===== config.mk =====
export PLATFORM = sky130hd
export DESIGN_NAME = r200_hazard_ctrl
export DESIGN_NICKNAME = d
export VERILOG_FILES = /design/src/rtl/r200_hazard_ctrl.sv
export SDC_FILE = /design/constraint.sdc
export NUM_CORES = 1
export LEC_CHECK = 0
export ABC_CLOCK_PERIOD_IN_PS = 3500
export CORE_MARGIN = 5
export CORE_UTILIZATION = 50
export DETAILED_ROUTE_END_ITERATION = 16
export GPL_TIMING_DRIVEN = 0
export PLACE_DENSITY = 0.75
export REMOVE_ABC_BUFFERS = 1
export SLEW_MARGIN = 30
export SYNTH_ARGS = -nofsm -noshare
export SYNTH_HDL_FRONTEND = slang
export SYNTH_SLANG_ARGS = --single-unit
export TNS_END_PERCENT = 30

===== constraint.sdc =====
create_clock -name clk -period 3.5 [get_ports clk]
set_input_delay 0.7 -clock clk [delete_from_list [all_inputs] [get_ports clk]]
set_output_delay 0.7 -clock clk [all_outputs]
set_load 0.05 [all_outputs]

===== src/rtl/r200_hazard_ctrl.sv =====
// r200_hazard_ctrl: ID-stage hazard scoreboard, jump flush sequencer and stall counter
// Ports:
//    clk, rst                        clock, synchronous active-high reset
//    id_valid, id_rs1addr/use        ID instruction validity and first source
//    id_rs2addr/use                  second source
//    id_regwr, id_rdaddr             ID destination write
//    id_willjmp                      ID instruction is a taken branch or jump
//    wb_regwr, wb_rdaddr             writeback retire
//    stall_id, bubble_ex, issue      combinational pipeline controls
//    flush_if                        registered one-cycle IF kill after an issued jump
//    sb_err                          sticky retire-without-pending error
//    stall_cnt                       saturating count of stalled cycles
module r200_hazard_ctrl #(
   parameter int NREG  = 32,
   parameter int CNTW  = 2,
   parameter int PERFW = 16
) (
   input  logic             clk,
   input  logic             rst,
   input  logic             id_valid,
   input  logic [4:0]       id_rs1addr,
   input  logic             id_rs1use,
   input  logic [4:0]       id_rs2addr,
   input  logic             id_rs2use,
   input  logic             id_regwr,
   input  logic [4:0]       id_rdaddr,
   input  logic             id_willjmp,
   input  logic             wb_regwr,
   input  logic [4:0]       wb_rdaddr,
   output logic             stall_id,
   output logic             bubble_ex,
   output logic             flush_if,
   output logic             issue,
   output logic             sb_err,
   output logic [PERFW-1:0] stall_cnt
);
   typedef enum logic {RUN, FLUSH} state_t;
   state_t state, state_nx;
   logic [CNTW-1:0] pend [NREG];
   logic v, hit1, hit2, hitw, ret_err;
   always_comb begin
      v = id_valid && state == RUN;
      hit1 = id_rs1use && id_rs1addr != 5'd0 && pend[id_rs1addr] != '0;
      hit2 = id_rs2use && id_rs2addr != 5'd0 && pend[id_rs2addr] != '0;
      hitw = id_regwr && id_rdaddr != 5'd0 && pend[id_rdaddr] == '1;
      stall_id = v && (hit1 || hit2 || hitw);
      bubble_ex = stall_id;
      issue = v && !stall_id;
      state_nx = state == RUN && issue && id_willjmp ? FLUSH : RUN;
      // a retire cancelled by a same-register issue is legal even at count 0
      ret_err = wb_regwr && wb_rdaddr != 5'd0 && pend[wb_rdaddr] == '0 &&
                !(issue && id_regwr && id_rdaddr == wb_rdaddr);
   end
   assign flush_if = state == FLUSH;
   always_ff @(posedge clk) begin
      if (rst) begin
         state <= RUN;
         sb_err <= 1'b0;
         stall_cnt <= '0;
         for (int r = 0; r < NREG; r++) pend[r] <= '0;
      end else begin
         state <= state_nx;
         if (ret_err) sb_err <= 1'b1;
         if (stall_id && stall_cnt != '1) stall_cnt <= stall_cnt + 1'b1;
         for (int r = 1; r < NREG; r++) begin
            if (issue && id_regwr && id_rdaddr == 5'(r) && !(wb_regwr && wb_rdaddr == 5'(r)))
               pend[r] <= pend[r] + 1'b1;
            else if (wb_regwr && wb_rdaddr == 5'(r) && !(issue && id_regwr && id_rdaddr == 5'(r)) && pend[r] != '0)
               pend[r] <= pend[r] - 1'b1;
         end
      end
   end
endmodule


==> qor.csv, run 1 <==
stage,metric,value,unit
timing,hold_viol_final,0,
yosys,yosysWarnings,0,
cts,cts_buffer_depth,2,
setup_path,r2r_slack,0.04,ns
yosys,synthesis.area,6680,um^2
grt,grt_overflow,0,
final_layout,drive_gt1_share,18.1,%
timing,finClkSkew,0.00718,ns
setup_path,crit_path_max_incr_delay,0.53,ns
detailed_routing,first_iter_violations,915,
detailed_routing,vias,6737,
detailed_routing,drt-pass1-iter-count,8,
floorplan,dieArea,15800,um^2
setup_path,cpMaxStageDelayCell,a2111oi_1,
grt,grt.total_usage,28.1,%
setup_path,reg2reg_depth,10,
detailed_routing,ant_nets,0,
grt,grt_pass1_wl,35200,um
power_and_ir_drop,p_leak,2.71,nW
placed_design,pre_cts_ws,-2.02,ns
setup_path,crit_type,in2out,
power_and_ir_drop,irDropWorstVdd,0.000307,V
setup_path,cp_max_fo,11,
yosys,yosys.area.top_type_share,27.9,%
setup_path,cp_cell_sequence,"buf_2, nor3_2, a2111oi_1, or4b_4, o22ai_4, o311ai_4, buf_6, nor2_4, nor2_4, buf_8",
setup_path,required,2.80,ns
floorplan,core_area,13200,um^2
run,maxCapViolCount,0,
floorplan,die_x,126,um
timing,fmax,284,MHz
timing,whs,0.501,ns
final_layout,antenna_cells,0,
setup_path,r2r_end,pend[2][1],
grt,grt_pass1_vias,6320,
yosys,syn_inst,750,
cts,cts_tree,yes,
detailed_routing,drc_errors,0,
outcome,violations,negative setup slack,
timing,slew_viol_final,0,
placed_design,dp_hpwl,15300,um
setup_path,r2r_start,pend[17][0],
yosys,avgSynthCellArea,8.90,um^2
detailed_routing,viasPerCell,6.97,
timing,fin_ws,-0.0234,ns
final_layout,final_util,59.9,%
detailed_routing,wirelength,23100,um
cts,htreeDepth,3,
floorplan,rows,42,
setup_path,crit_end,stall_id,
floorplan,die-height,126,um
detailed_routing,wl_per_cell,23.8,um
final_layout,fin_nets,816,
outcome,outcome,finished with violations,
yosys,synth-edff-count,62,
yosys,ys_ff_latch,80,
power_and_ir_drop,p_per_area,358,nW/um^2
cts,cts_root_buf,clkbuf_16,
floorplan,io_pins,49,
timing,rsz0062_at_grt,yes,
placed_design,place_congestion,0.970,
timing,setup_viol,3,
setup_path,path_common_cell,nor2_4,
cts,cts.clk_slew.worst_paths,0.06,ns
grt,grt_max_degree,61,
final_layout,multi_input_area,4410,um^2
grt,antenna_found_initial,0,
placed_design,numPortBuffers,48,
cts,cts_buffers,9,
yosys,async_flop_share,0,%
yosys,synth_cell_types,68,
cts,clkLatencyLatePin,0.35,ns
setup_path,startpoint_type,input pin,
yosys,yosys-top-cells-area,"edfxtp_1 28%, mux4_2 9.1%, dfxtp_1 5.4%",
final_layout,n_fill_cell,1150,
cts,hold_buffers,0,
setup_path,critPathArrivalTime,2.82,ns
final_layout,area_delta_synth_final,18.4,%
timing,relSlewSlack,34.7,%
timing,period_share,101,%
floorplan,start_util,50.6,%
setup_path,crit_path_start,id_rs1addr[2],
yosys,synth_area_leader_cell,edfxtp_1,
yosys,synthFlopType,edfxtp_1,
setup_path,critPathCaptureType,primary output,
min_path,min_path_type,reg2reg,
timing,period_needed,3.52,ns
final_layout,seq_area,2220,um^2
cts,cts.sinks,80,
yosys,ys_seq_area_share,33.3,%
timing,tightestPinTransition,0.976,ns
cell usage in the layout (no fill, tap or decap), types with 19 or more instances in the layout:
master           instances
edfxtp_1                62
buf_4                   21
a21oi_1                 39
mux2i_1                 19
nand3_1                 36
xor2_1                  34
mux4_2                  27
nand2_1                 88
o21ai_0                 19
clkdlybuf4s50_1         28
nor3_1                  35
nor2_1                  76
logic make-up after synthesis:
family / count (synthesis) / synth area share [%]
fa+ha+maj: 2 / 0.375
mux: 61 / 14.7
buf+inv: 59 / 4.18
compound gates: 151 / 15.6
xor+xnor: 38 / 4.98
flops: 80 / 33.3
simple gates: 359 / 26.9
state kept, by name, summed over array words and instances, names as in the netlist:
name,count
stall_cnt,16
sb_err,1
flush_if,1
pend,62
repair_timing:
item	CTS	global route
buffers inserted	13	6
endpoints found under the setup margin	131	18
cloned	3	1
pin swaps	7	4
resized for setup	103	22
per-layer routing:
| layer | vias to the layer above | global-route usage, % | wire (um) |
|---|---|---|---|
| met5 | - | 0 | 0 |
| met4 | 0 | 13.1 | 894 |
| met3 | 82 | 7.04 | 2630 |
| met2 | 512 | 43.7 | 10500 |
| met1 | 3196 | 37.0 | 9010 |
| li1 | 2947 | - | - |
per-stage QoR:
stage	power, mW	cells	setup TNS [ns]	instance area, um^2
after global routing	2.92	967	-0.0511	7910
after CTS	2.79	960	0	7770
after floorplan	1.50	703	-16.63	6440
after global placement	1.72	927	-290.40	7140
after detailed placement	1.75	928	-131.50	7170
final	2.83	967	-0.0490	7910
power by group:
part           internal [mW]  leakage [nW]  switching, mW
combinational          0.276          1.77          0.445
clock                  0.587         0.150          0.385
sequential              1.08         0.782         0.0619
total                   1.94          2.71          0.893
critical path, delay by kind of cell:
family / cells / cell delay, ns
compound gates: 3 / 0.98
buf+inv: 3 / 0.59
simple gates: 4 / 0.54
final cells by class:
class	count	area share [%]
Multi-Input combinational cell	613	55.8
Sequential cell	80	28.1
Timing Repair Buffer	70	8.88
Clock buffer	15	3.80
Tap cell	176	2.79
Inverter	12	0.601
Clock inverter	1	0.0633
how the worst min path moves through the flow:
stage / start / to / slack (ns) / cells after the start
floorplan: pend[10][0] / pend[10][0] / 0.58 / 1
CTS: stall_cnt[15] / stall_cnt[15] / 0.51 / 2
detailed placement: stall_cnt[15] / stall_cnt[15] / 0.50 / 2
global placement: stall_cnt[7] / stall_cnt[7] / 0.48 / 2
finish: stall_cnt[15] / stall_cnt[15] / 0.50 / 2
global route: stall_cnt[14] / stall_cnt[14] / 0.54 / 2
Yosys cell counts (4+ instances only):
cell type  instances
o21a_1            11
buf_1              6
mux2i_1           20
nor2_1            84
dfxtp_1           18
o21ai_0           21
nor3_1            37
o211ai_1           8
o22ai_1            4
o31ai_1           13
and3_1            10
a211oi_1           9
buf_2              9
nand3_1           36
mux2_2            13
or3_1             15
nor4_1            13
nor4_2             5
or2_2              4
clkbuf_1          23
inv_1             11
xor2_1            34
and2_1             9
nand2_1           88
nand4_1           18
nand2b_1          11
xnor2_1            4
a21oi_1           40
mux4_2            27
buf_4              5
nor2b_1           11
a211o_1           15
edfxtp_1          62
or4_1              4
No activity file was read; power rests on OpenSTA's default activity.
==> run 2, diff against run 1 <==
--- a/config.mk
+++ b/config.mk
@@ -5,12 +5,12 @@
 export SDC_FILE = /design/constraint.sdc
 export NUM_CORES = 1
 export LEC_CHECK = 0
-export ABC_CLOCK_PERIOD_IN_PS = 3500
+export ABC_CLOCK_PERIOD_IN_PS = 3450
 export CORE_MARGIN = 5
 export CORE_UTILIZATION = 50
 export DETAILED_ROUTE_END_ITERATION = 16
 export GPL_TIMING_DRIVEN = 0
-export PLACE_DENSITY = 0.75
+export PLACE_DENSITY = 0.73
 export REMOVE_ABC_BUFFERS = 1
 export SLEW_MARGIN = 30
 export SYNTH_ARGS = -nofsm -noshare
==> constraint.sdc (replaced) <==
create_clock -name clk -period 3.45 [get_ports clk]
set_input_delay 0.69 -clock clk [delete_from_list [all_inputs] [get_ports clk]]
set_output_delay 0.69 -clock clk [all_outputs]
set_load 0.05 [all_outputs]
==> run 2 against run 1 <==
Net effect:
- the run still ends with negative setup slack left
- die area unchanged
- sequential power about the same
- highest routed layer unchanged
- first-iteration DRC count down 9.8%
- via count down 0.49%
- count of clock-buffer cells in the layout unchanged
- sequential share of layout area about the same
- flip-flop and latch count unchanged
- utilization down 0.095 points
- non-clock buffer count up 9
- power up 0.43%
- critical path type is now reg2out
- worst hold slack better by 0.0051 ns
- critical endpoint unchanged
- combinational power about the same
==> qor.csv, run 2 (synthesized netlist as in run 1, its figures left out) <==
stage,metric,value,unit,change
timing,rsz0062_at_grt,yes,,
power_and_ir_drop,power_switching_share,32.0,%,+0.44 points
cts,htreeDepth,3,,unchanged
timing,fmax,287,MHz,
placed_design,pre_cts_ws,-1.87,ns,+0.155 ns
floorplan,core_area,13200,um^2,unchanged
final_layout,reg_top3,"pend x62, stall_cnt x16",,
setup_path,reg2reg_depth,10,,unchanged
power_and_ir_drop,p_leak,2.70,nW,-0.25%
timing,relSlewSlack,36.5,%,+1.8 points
power_and_ir_drop,power.switching,909,uW,+1.8%
min_path,min_path_type,reg2reg,,
min_path,hold_end,stall_cnt[7],,
power_and_ir_drop,p_seq_share,40.6,%,+0.4 points
grt,grt_pass1_wl,35100,um,-0.39%
final_layout,fin_nets,825,,+1.1%
min_path,holdCritStartpoint,stall_cnt[7],,
detailed_routing,first_iter_violations,825,,-9.8%
cts,cts_tree,yes,,
timing,tightestPinTransition,0.949,ns,-0.0270 ns
grt,grt_overflow,0,,unchanged
timing,whs,0.506,ns,+0.00514 ns
setup_path,critPathCaptureType,primary output,,
setup_path,crit_path_max_incr_delay,0.54,ns,about the same
placed_design,dp_hpwl,15400,um,+0.86%
placed_design,numPortBuffers,48,,unchanged
final_layout,area_delta_synth_final,18.2,%,
final_layout,seq_area,2220,um^2,unchanged
grt,grt_max_degree,61,,unchanged
power_and_ir_drop,irDropWorstVdd,0.000221,V,-28%
power_and_ir_drop,pwr-share-clk,34.1,%,-0.2 points
grt,antenna_found_initial,0,,unchanged
setup_path,path_common_cell,nor2_4,,
power_and_ir_drop,power.internal,1.94,mW,-0.22%
outcome,outcome,finished with violations,,
detailed_routing,vias,6704,,-0.49%
final_layout,antenna_cells,0,,unchanged
final_layout,n_fill_cell,1168,,+1.6%
cts,cts_buffers,9,,unchanged
detailed_routing,drc_errors,0,,unchanged
cts,clkLatencyLatePin,0.35,ns,about the same
placed_design,place_congestion,0.934,,-3.8%
final_layout,drive_gt1_share,19.3,%,+1.2 points
setup_path,startpoint_type,register,,
setup_path,crit_type,reg2out,,
final_layout,fin_cells,976,,+0.93%
cts,cts_root_buf,clkbuf_16,,
timing,setup_viol,3,,unchanged
floorplan,dieArea,15800,um^2,unchanged
final_layout,final_util,59.8,%,-0.095 points
setup_path,required,2.76,ns,-0.04 ns
detailed_routing,ant_nets,0,,unchanged
timing,finClkSkew,0.00761,ns,+0.000433 ns
timing,period_share,101,%,
detailed_routing,wirelength,22600,um,-1.8%
timing,hold_viol_final,0,,unchanged
setup_path,critPathArrivalTime,2.80,ns,-0.02 ns
floorplan,die-height,126,um,unchanged
setup_path,r2r_slack,0.10,ns,+0.06 ns
detailed_routing,viasPerCell,6.87,,-1.4%
detailed_routing,drt-pass1-iter-count,6,,-2
cts,cts.clk_slew.worst_paths,0.06,ns,about the same
final_layout,multi_input_area,4410,um^2,about the same
grt,grt_pass1_vias,6388,,+1.1%
cts,cts_buffer_depth,2,,unchanged
timing,period_needed,3.49,ns,
detailed_routing,wl_per_cell,23.2,um,-2.7%
final_layout,layout_commonest_cell,nand2_1,,
final_layout,largest_register,pend,,
floorplan,rows,42,,unchanged
placed_design,place_inst,928,,unchanged
floorplan,start_util,50.6,%,unchanged
min_path,hold_depth,2,,unchanged
timing,fin_ws,-0.0397,ns,-0.0163 ns
outcome,violations,negative setup slack,,
timing,slew_viol_final,0,,unchanged
setup_path,cp_max_fo,5,,-6
cts,cts.sinks,80,,unchanged
grt,grt.total_usage,28.1,%,about the same
final_layout,largest_register_ffs,62,,unchanged
final_layout,final_cell_mix,"88 x nand2_1, 77 x nor2_1, 62 x edfxtp_1, 39 x a21oi_1, 36 x nor3_1",,
power_and_ir_drop,p_per_area,360,nW/um^2,+0.58%
power_and_ir_drop,combPwrFrac,25.3,%,-0.2 points
floorplan,die_x,126,um,unchanged
setup_path,r2r_start,pend[15][0],,
setup_path,cp_cell_sequence,"nor2_1, mux4_2, a2111oi_4, a211oi_2, a21oi_4, buf_4, nor2_4, nor2_4, buf_6",,
setup_path,cpMaxStageDelayCell,mux4_2,,
floorplan,io_pins,49,,unchanged
run,maxCapViolCount,0,,unchanged
setup_path,r2r_end,pend[9][0],,
power_and_ir_drop,power.total,2.84,mW,+0.43%
run 2: worst max-delay path, delay by kind of cell, from the launching register on:
family | cells | cell delay [ns]
AO/OA/AOI/OAI | 3 | 0.76
multiplexers | 1 | 0.54
flip-flops | 1 | 0.44
AND/OR/NAND/NOR | 3 | 0.36
buffers and inverters | 2 | 0.35
run 2: final cells by class:
type / instances / area share [%]
Tap cell: 176 / 2.79
Timing Repair Buffer: 79 / 8.81
Clock inverter: 1 / 0.111
Multi-Input combinational cell: 613 / 55.9
Inverter: 12 / 0.602
Clock buffer: 15 / 3.65
Sequential cell: 80 / 28.2
run 2: worst max path at each step:
stage	startpoint	endpoint	slack (ns)	cells after the start
detailed placement	id_rdaddr[2]	issue	-1.87	9
global placement	id_rdaddr[0]	stall_id	-3.43	9
CTS	id_rdaddr[3]	issue	-0.10	9
floorplan	id_rs1addr[0]	bubble_ex	-1.65	6
global route	pend[21][1]	issue	-0.11	8
finish	pend[16][0]	stall_id	-0.04	9
run 2: power by group through the flow:
stage	clock [mW]	combinational, mW	sequential (mW)
5_1_grt	1.02	0.755	1.16
6_report	0.971	0.720	1.15
3_3_place_gp	0	0.580	1.17
2_1_floorplan	0	0.351	1.17
4_1_cts	0.971	0.652	1.15
3_5_place_dp	0	0.597	1.17
run 2: timing repair:
action | 4_1_cts | 5_1_grt
pin swaps | 4 | 7
resized for setup | 79 | 38
setup endpoints to repair | 131 | 82
hold buffers | 0 | 0
buffers inserted | 9 | 22
cloned | 2 | 0
run 2: metal layers:
layer  vias to the layer above  GRT usage (%)  routed length (um)
met5                         -              0                   0
met4                         0           12.5                 749
met3                        80           6.78                2490
met1                      3225           37.3                9070
met2                       448           43.8               10300
li1                       2951              -                   -
run 2: metrics by stage:
step / cell area, um^2 / setup TNS [ns]
floorplan: 6440 / -19.96
global placement: 7140 / -291.31
detailed placement: 7170 / -125.38
CTS: 7650 / -0.277
global route: 7890 / -0.269
finish: 7890 / -0.101
==> run 3, diff against run 2 <==
--- a/config.mk
+++ b/config.mk
@@ -12,6 +12,7 @@
 export GPL_TIMING_DRIVEN = 0
 export PLACE_DENSITY = 0.73
 export REMOVE_ABC_BUFFERS = 1
+export SETUP_SLACK_MARGIN = 0.5
 export SLEW_MARGIN = 30
 export SYNTH_ARGS = -nofsm -noshare
 export SYNTH_HDL_FRONTEND = slang
==> run 3 against run 2 <==
Net effect:
- the flow now finishes without violations
- sequential power barely moved
- register-to-register slack improved by 0.15 ns
- combinational power rose by 30%
- clock skew rose by 0.0029 ns
- utilization rose by 7.4 points
- final cell count rose by 4.8%
- sequential share of layout area fell by 3.1 points
- die area did not move
- first-iteration DRC count rose by 44%
- critical path type is now in2out
- largest cell class unchanged
- largest power group unchanged
==> qor.csv, run 3 (synthesized netlist as in run 1, its figures left out) <==
stage,metric,value,unit,change
cts,cts.sinks,80,,unchanged
cts,cts_root_buf,clkbuf_16,,
detailed_routing,vias,7175,,+7.0%
final_layout,reg_top3,"pend x62, stall_cnt x16",,
setup_path,reg2reg_depth,13,,+3
outcome,outcome,"finished, final reports clean",,
setup_path,cp_cell_sequence,"clkdlybuf4s15_2, and2_4, and2_4, a32o_2, o21ai_4, o311ai_4, buf_6, or2_4, nor2_4, buf_8",,
final_layout,largest_register_ffs,62,,unchanged
floorplan,io_pins,49,,unchanged
timing,relSlewSlack,36.6,%,+0.078 points
setup_path,path_common_cell,and2_4,,
setup_path,critPathCaptureType,primary output,,
floorplan,dieArea,15800,um^2,unchanged
floorplan,die_x,126,um,unchanged
grt,grt.total_usage,29.0,%,+0.84 points
final_layout,fin_nets,872,,+5.7%
grt,grt_pass1_wl,36200,um,+3.2%
setup_path,r2r_start,pend[26][1],,
detailed_routing,drt-pass1-iter-count,5,,-1
grt,use_met2,43.8,%,+0.063 points
floorplan,die-height,126,um,unchanged
setup_path,cpMaxStageDelayCell,clkdlybuf4s15_2,,
setup_path,crit_cells,10,,+1
floorplan,rows,42,,unchanged
cts,cts_buffer_depth,2,,unchanged
timing,fin_tns_setup,0,ns,+0.101 ns
cts,clkLatencyLatePin,0.35,ns,about the same
setup_path,critPathBufInv,3,,+1
setup_path,crit_path_start,id_rdaddr[3],,
placed_design,numPortBuffers,48,,unchanged
setup_path,crit_end,issue,,
power_and_ir_drop,irDropWorstVdd,0.000221,V,about the same
timing,finClkSkew,0.0105,ns,+0.00288 ns
timing,setup_viol,0,,-3
timing,tightestPinTransition,0.948,ns,-0.00116 ns
final_layout,largest_register,pend,,
detailed_routing,wl_per_cell,24.3,um,+4.7%
detailed_routing,first_iter_violations,1188,,+44%
final_layout,area_delta_synth_final,32.8,%,
cts,htreeDepth,3,,unchanged
floorplan,start_util,50.6,%,unchanged
cts,cts_tree,yes,,
grt,grt_pass1_vias,6566,,+2.8%
final_layout,drive_gt1_share,30.2,%,+11 points
setup_path,crit_type,in2out,,
final_layout,design_area,8870,um^2,+12%
power_and_ir_drop,p_leak,3.08,nW,+14%
detailed_routing,drc_errors,0,,unchanged
placed_design,placed_area,7170,um^2,unchanged
cts,cts.clk_slew.worst_paths,0.06,ns,about the same
power_and_ir_drop,p_per_area,345,nW/um^2,-4.3%
timing,period_share,96.6,%,-4.6 points
detailed_routing,wirelength,24800,um,+9.7%
setup_path,cp_top_family,simple AND/OR/NAND/NOR gates,,
setup_path,r2r_slack,0.25,ns,+0.15 ns
grt,grt_overflow,0,,unchanged
timing,fmax,300,MHz,+4.7%
setup_path,r2r_end,pend[31][0],,
min_path,min_path_type,reg2reg,,
grt,grt_max_degree,61,,unchanged
detailed_routing,viasPerCell,7.01,,+2.1%
detailed_routing,ant_nets,0,,unchanged
timing,slew_viol_final,0,,unchanged
setup_path,startpoint_type,input pin,,
setup_path,cp_max_fo,9,,+4
placed_design,place_congestion,0.934,,unchanged
final_layout,layout_commonest_cell,nand2_1,,
final_layout,n_fill_cell,1037,,-11%
cts,hold_buffers,0,,unchanged
setup_path,required,2.76,ns,about the same
grt,grt_util_met1,37.8,%,+0.49 points
timing,rsz0062_at_grt,yes,,
grt,grt_util_met3,8.36,%,+1.6 points
floorplan,core_area,13200,um^2,unchanged
run,maxCapViolCount,0,,unchanged
grt,antenna_found_initial,0,,unchanged
setup_path,crit_path_max_incr_delay,0.32,ns,-0.22 ns
grt,grt-busiest-layer,met2,,
final_layout,final_cell_mix,"87 x nand2_1, 62 x edfxtp_1, 60 x buf_4, 56 x nor2_1, 38 x a21oi_1",,
cts,cts_buffers,9,,unchanged
setup_path,critPathArrivalTime,2.64,ns,-0.16 ns
final_layout,antenna_cells,0,,unchanged
placed_design,dp_hpwl,15400,um,unchanged
timing,hold_viol_final,0,,unchanged
timing,period_needed,3.33,ns,-0.158 ns
[run 3: cell count changes in the layout (fill, tap and decap cells not counted), sizes merged]
| cell | change |
|---|---|
| buf | +44 |
| dlygate4sd2 | +2 |
| clkbuf | -1 |
| clkdlybuf4s50 | -3 |
| clkdlybuf4s15 | +3 |
| nor2 | +1 |
| bufbuf | +1 |
[run 3: how the worst min path moves through the flow]
stage	endpoint	startpoint	slack [ns]	cells past startpoint
floorplan	pend[10][0]	pend[10][0]	0.58	1
global placement	stall_cnt[1]	stall_cnt[1]	0.48	2
detailed placement	stall_cnt[1]	stall_cnt[1]	0.49	2
CTS	stall_cnt[1]	stall_cnt[1]	0.50	2
global route	stall_cnt[1]	stall_cnt[1]	0.53	2
finish	stall_cnt[14]	stall_cnt[14]	0.50	2
[run 3: worst min-delay path, stage by stage (launching register included)]
cell and delay [ns]:
dfxtp_1 0.32, o21ai_0 0.07, a21oi_1 0.06
[run 3: what timing repair did]
action / 4_1_cts / 5_1_grt
endpoints found under the hold margin: 0 / 0
pin swaps: 25 / 22
cloned: 4 / 2
gates resized for setup: 158 / 84
setup endpoints to repair: 131 / 124
setup buffers: 33 / 40
[run 3: metrics by stage]
step | setup slack, ns | power (mW) | hold WS [ns] | std cells | util, %
floorplan | -1.65 | 1.52 | 0.584 | 703 | -
global placement | -3.43 | 1.75 | 0.477 | 927 | 54.2
detailed placement | -1.87 | 1.77 | 0.489 | 928 | 54.3
CTS | 0.148 | 2.86 | 0.504 | 981 | 62.1
global route | 0.0493 | 3.14 | 0.530 | 1023 | 67.2
finish | 0.118 | 3.06 | 0.504 | 1023 | 67.2
[run 3: area by class of cell]
| type | count | area (um^2) | share of cell area [%] |
|---|---|---|---|
| Clock buffer | 15 | 288 | 3.25 |
| Clock inverter | 1 | 8.76 | 0.0988 |
| Inverter | 12 | 50.0 | 0.564 |
| Multi-Input combinational cell | 614 | 4840 | 54.6 |
| Sequential cell | 80 | 2220 | 25.1 |
| Tap cell | 176 | 220 | 2.48 |
| Timing Repair Buffer | 125 | 1240 | 14.0 |
[run 3: metal layers]
layer	vias to the layer above	part of all wire (%)
li1	3054	-
met3	135	13
met1	3394	38
met2	592	44
met4	0	5.5
met5	-	0
[run 3: report_power, final]
group | leakage (nW) | total (mW) | internal, mW | switching [mW]
clock network | 0.146 | 0.972 | 0.569 | 0.402
registers | 0.782 | 1.15 | 1.09 | 0.0610
logic | 2.15 | 0.933 | 0.393 | 0.540
total | 3.08 | 3.06 | 2.05 | 1.00
